## src/rtl/ddc_pkg.sv

```systemverilog
// Shared types and helpers for the down-conversion sequencing controller.
package ddc_pkg;

   typedef enum logic [1:0] {
      StIdle  = 2'd0,
      StFill  = 2'd1,
      StRun   = 2'd2,
      StFlush = 2'd3
   } ddc_state_e;

   localparam logic [1:0] STATE_IDLE  = 2'd0;
   localparam logic [1:0] STATE_FILL  = 2'd1;
   localparam logic [1:0] STATE_RUN   = 2'd2;
   localparam logic [1:0] STATE_FLUSH = 2'd3;

   // Counter width able to hold values 0..n-1, never narrower than one bit.
   function automatic int unsigned cnt_w(input int unsigned n);
      return (n > 2) ? $clog2(n) : 1;
   endfunction

endpackage

```

## src/rtl/ddc_out_hold.sv

```systemverilog
// One-entry output register with valid/ready handshake and a saturating
// count of captures dropped while the held word was still unconsumed.
module ddc_out_hold #(
   parameter int unsigned OUT_W = 66,
   parameter int unsigned CNT_W = 16
) (
   input  logic             sys_clk,
   input  logic             sys_rst,
   input  logic             cap_i,
   input  logic [OUT_W-1:0] data_i,
   input  logic             ready_i,
   output logic [OUT_W-1:0] data_o,
   output logic             valid_o,
   output logic [CNT_W-1:0] ovf_cnt_o
);

   logic [OUT_W-1:0] data_q, data_d;
   logic             valid_q, valid_d;
   logic [CNT_W-1:0] ovf_q, ovf_d;
   logic             hs;

   always_comb begin
      data_d  = data_q;
      valid_d = valid_q;
      ovf_d   = ovf_q;
      hs      = valid_q & ready_i;
      if (cap_i) begin
         if (!valid_q || hs) begin
            data_d  = data_i;
            valid_d = 1'b1;
         end else if (ovf_q != {CNT_W{1'b1}}) begin
            ovf_d = ovf_q + 1'b1;
         end
      end else if (hs) begin
         valid_d = 1'b0;
      end
   end

   always_ff @(posedge sys_clk) begin
      if (sys_rst) begin
         data_q  <= '0;
         valid_q <= 1'b0;
         ovf_q   <= '0;
      end else begin
         data_q  <= data_d;
         valid_q <= valid_d;
         ovf_q   <= ovf_d;
      end
   end

   assign data_o    = data_q;
   assign valid_o   = valid_q;
   assign ovf_cnt_o = ovf_q;

endmodule

```

## src/rtl/ddc_sched.sv

```systemverilog
// Sequencer for the mixer/decimating-FIR datapath: primes the filter,
// decimates its output and drains the held word cleanly on stop.
module ddc_sched
   import ddc_pkg::*;
#(
   parameter int unsigned DECIM    = 8,
   parameter int unsigned FILT_LAT = 12,
   parameter int unsigned OUT_W    = 66,
   parameter int unsigned CNT_W    = 16
) (
   input  logic             sys_clk,
   input  logic             sys_rst,
   input  logic             run,
   input  logic             in_valid,
   output logic             in_ready,
   output logic             dp_ce,
   input  logic [OUT_W-1:0] filt_data,
   output logic [OUT_W-1:0] out_data,
   output logic             out_valid,
   input  logic             out_ready,
   output logic             busy,
   output logic [CNT_W-1:0] overflow_cnt,
   output logic [1:0]       state
);

   localparam int unsigned PhW   = cnt_w(DECIM);
   localparam int unsigned FillW = cnt_w(FILT_LAT + 1);
   localparam logic [PhW-1:0]   PhLast   = PhW'(DECIM - 1);
   localparam logic [FillW-1:0] FillLast = FillW'(FILT_LAT - 1);

   ddc_state_e       state_q, state_d;
   logic [PhW-1:0]   phase_q, phase_d;
   logic [FillW-1:0] fill_q, fill_d;
   logic             in_ready_q, in_ready_d;
   logic             cap_q, cap_d;

   assign dp_ce = in_valid & in_ready_q;

   always_comb begin
      state_d = state_q;
      phase_d = phase_q;
      fill_d  = fill_q;
      cap_d   = 1'b0;
      unique case (state_q)
         StIdle: begin
            if (run) begin
               state_d = StFill;
               phase_d = '0;
               fill_d  = '0;
            end
         end
         StFill: begin
            if (!run) begin
               state_d = StIdle;
            end else if (dp_ce) begin
               fill_d = fill_q + 1'b1;
               if (fill_q == FillLast) begin
                  state_d = StRun;
                  phase_d = '0;
               end
            end
         end
         StRun: begin
            // Once run drops no new capture is scheduled; a pending one still lands.
            if (!run) begin
               state_d = StFlush;
            end else if (dp_ce) begin
               phase_d = (phase_q == PhLast) ? '0 : phase_q + 1'b1;
               cap_d   = (phase_q == PhLast);
            end
         end
         StFlush: begin
            if (!out_valid && !cap_q) state_d = StIdle;
         end
         default: state_d = StIdle;
      endcase
      in_ready_d = (state_d == StFill) || (state_d == StRun);
   end

   always_ff @(posedge sys_clk) begin
      if (sys_rst) begin
         state_q    <= StIdle;
         phase_q    <= '0;
         fill_q     <= '0;
         in_ready_q <= 1'b0;
         cap_q      <= 1'b0;
      end else begin
         state_q    <= state_d;
         phase_q    <= phase_d;
         fill_q     <= fill_d;
         in_ready_q <= in_ready_d;
         cap_q      <= cap_d;
      end
   end

   ddc_out_hold #(
      .OUT_W(OUT_W),
      .CNT_W(CNT_W)
   ) u_out_hold (
      .sys_clk  (sys_clk),
      .sys_rst  (sys_rst),
      .cap_i    (cap_q),
      .data_i   (filt_data),
      .ready_i  (out_ready),
      .data_o   (out_data),
      .valid_o  (out_valid),
      .ovf_cnt_o(overflow_cnt)
   );

   assign in_ready = in_ready_q;
   assign busy     = (state_q != StIdle);
   assign state    = state_q;

endmodule

```

## config.mk

```make
export PLATFORM = sky130hd
export DESIGN_NAME = ddc_sched
export DESIGN_NICKNAME = d
export VERILOG_FILES = /design/src/rtl/ddc_pkg.sv /design/src/rtl/ddc_out_hold.sv /design/src/rtl/ddc_sched.sv
export SDC_FILE = /design/constraint.sdc
export NUM_CORES = 1
export LEC_CHECK = 0
export ABC_AREA = 1
export CAP_MARGIN = 20
export CORE_UTILIZATION = 39
export CTS_CLUSTER_DIAMETER = 60
export DETAILED_ROUTE_END_ITERATION = 10
export DONT_BUFFER_PORTS = 1
export GPL_TIMING_DRIVEN = 0
export PLACE_DENSITY = 0.5
export SLEW_MARGIN = 20
export SYNTH_ARGS = -nofsm -noshare
export SYNTH_HDL_FRONTEND = slang
export SYNTH_SLANG_ARGS = --single-unit
export TNS_END_PERCENT = 5
```

## constraint.sdc

```tcl
create_clock -name sys_clk -period 2.1 [get_ports sys_clk]
set_input_delay 0.63 -clock sys_clk [delete_from_list [all_inputs] [get_ports sys_clk]]
set_output_delay 0.63 -clock sys_clk [all_outputs]
set_load 0.05 [all_outputs]
```

==> metrics.yaml <==
drive_above_1_share_pct: 12.6
start_kind: "flop"
vias: 3204
place.gp.congestion: 0.793
path_class: "flop to primary output"
cts.sinks: 94
postRouteAntennaNets: 0
ys.flop_type: "dfxtp_1"
clock_power_share_pct: 39.0
area_growth_pct: 9.68
yosysMostFrequentCell: "nor2_1"
synth_common_cells: "168 x nor2_1, 94 x dfxtp_1, 66 x o21ai_0"
clk_pin_slew_ns: 0.10
finalNonFillerCells: 662
cts.path.max_buffers: 2
finalSetupViolations: 0
ys_ff_latch: 94
core_mm2: 0.00937
outcome: "finished, final reports clean"
tightest_slew_ns: 0.674
max_cap_viol_count: 0
synthCells: 517
first_pass_iters: 4
finClkSkew_ns: 0.0156
whs_ns: 0.365
ys_types: 27
clk_latency_ns: 0.37
track_usage_pct: 17.7
yosysTopAreaCell: "dfxtp_1"
die_h_um: 101
grt_pass1_wl_um: 14100
drtIter0Drc: 64
overflow: 0
cts_buffers: 9
crit_fanout: 5
synth_nets: 592
crit_start: "in_ready$_SDFF_PP0_"
hp-class: "primary input to flop"
die_x_um: 101
start_util_pct: 41.0
synth_warnings: 0
slew_violations: 0
r2r-start: "u_out_hold.ovf_cnt_o[7]$_SDFFE_PP0P_"
synth_top_area_share_pct: 49.0
dp_hpwl_um: 6610
seq_area_frac_synth_pct: 49.0
fmaxAchievable_mhz: 501
antenna_found_initial: 0
period_share_pct: 95.0
port_buffers: 0
syn_area_per_cell_um2: 7.43
slew_headroom_pct: 55.0
cts_root_buffer: "clkbuf_8"
dp_cells: 646
swShare_pct: 24.2
pwr-share-seq_pct: 57.5
reg2reg_slack_ns: 0.23
comb_power_share_pct: 3.4
die_area_mm2: 0.0102
cts_tree: "built"
end_kind: "primary output"
p_leak_nw: 1.50
final_area_mm2: 0.00421
pin_count: 159
drc: 0
fin_util_pct: 44.9
ys_async_sr_fraction_pct: 0
fillers: 1006
postPlaceCellArea_mm2: 0.00400
vdd_drop_max_mv: 0.264
mappedNetlistArea_mm2: 0.00384
crit_required_ns: 1.47
p_int_mw: 2.38
drt-vias-per-instance: 4.84
fin_setup_tns_ns: 0
htreeDepth: 3
crit_end: "dp_ce"
grt_pass1_vias: 2921
grt_start_max_net_pins: 17
num-nets-final: 603
diodes: 0
switching_power_uw: 759
rsz0062_at_grt: "no"
reg2reg_to: "u_out_hold.ovf_cnt_o[9]$_SDFFE_PP0P_"
fin_crit_ns: 2.00
p_per_area_mw_per_mm2: 746
postCtsSetupRepairBufs: 0
reg2reg_depth: 8
hold_viol_final: 0
wirelength_um: 9000
post_synth_main_area_contributors: "dfxtp_1 49%, nor2_1 16%, o21ai_0 8.6%"
arrival_ns: 1.37
rows: 35
synth-edff-count: 0
drt-wirelength-per-cell_um: 13.6
ctsHoldBuffers: 0
## per-stage QoR
stage | worst slack [ns] | power [mW]
after floorplan | 0.186 | 1.93
after global placement | -0.0149 | 1.95
after detailed placement | -0.0440 | 1.96
after CTS | 0.0336 | 3.19
after global routing | 0.0245 | 3.29
final | 0.105 | 3.14
## logic make-up after synthesis
kind of cell | count (synthesis) | share of synthesized area (%)
adders and majority gates | 4 | 1.30
DFF | 94 | 49.0
buffers and inverters | 52 | 5.60
AOI/OAI and AO/OA | 96 | 13.8
xor gates and xnor gates | 7 | 1.60
and+or+nand+nor | 264 | 28.7
## registers in the layout (all words and copies together), names as in the netlist
name and count:
fill_q 4, u_out_hold.data_o 66, cap_q 1, state 2, in_ready 1, u_out_hold.ovf_cnt_o 16, phase_q 3, u_out_hold.valid_o 1
## power by group through the flow
| stage | clock (mW) | sequential (mW) | combinational, mW |
|---|---|---|---|
| 6_report | 1.23 | 1.81 | 0.108 |
| 5_1_grt | 1.35 | 1.81 | 0.126 |
| 3_3_place_gp | 0 | 1.85 | 0.107 |
| 3_5_place_dp | 0 | 1.85 | 0.109 |
| 4_1_cts | 1.27 | 1.81 | 0.110 |
| 2_1_floorplan | 0 | 1.85 | 0.0861 |
## cell type report
| type | count | area [um^2] | area share (%) |
|---|---|---|---|
| Buffer | 25 | 114 | 2.70 |
| Clock buffer | 10 | 128 | 3.03 |
| Clock inverter | 6 | 68.8 | 1.63 |
| Inverter | 27 | 105 | 2.50 |
| Multi-Input combinational cell | 371 | 1750 | 41.4 |
| Sequential cell | 94 | 1890 | 44.9 |
| Tap cell | 129 | 161 | 3.83 |
## timing repair
action,4_1_cts,5_1_grt
gates resized for setup,6,2
hold endpoints to repair,0,0
setup endpoints to repair,17,31
## worst min-delay path by stage
stage / slack, ns / end / cells after the start / from
5_1_grt: 0.35 / in_ready$_SDFF_PP0_ / 2 / run
2_1_floorplan: 0.43 / phase_q[1]$_SDFFE_PP0P_ / 2 / phase_q[1]$_SDFFE_PP0P_
6_report: 0.37 / in_ready$_SDFF_PP0_ / 2 / run
3_5_place_dp: 0.45 / phase_q[1]$_SDFFE_PP0P_ / 2 / phase_q[1]$_SDFFE_PP0P_
4_1_cts: 0.36 / in_ready$_SDFF_PP0_ / 2 / run
3_3_place_gp: 0.44 / phase_q[2]$_SDFFE_PP0P_ / 2 / phase_q[2]$_SDFFE_PP0P_
## layout by cell type (no fill, tap or decap), drive strengths merged
cell	count
ha	4
o21ai	74
xnor2	3
clkinv	3
nor2	175
a211oi	1
dfxtp	94
nand2	65
clkinvlp	2
bufinv	1
clkbuf	23
nor3b	1
nor3	2
a21oi	21
inv	27
xor2	4
buf	12
nand4	6
nand3	15
## critical path: stages, from the launching register on
cell and delay, ns:
dfxtp_2 0.51, nand2_1 0.23, clkinvlp_4 0.26
## routing by layer
layer	track usage [%]	up-vias	share of wire, %
met2	28.6	107	46
met3	6.00	13	9.3
met5	0	-	0
met1	21.3	1415	43
met4	7.92	0	1.8
li1	-	1669	-
(Power assumes the default switching activity.)
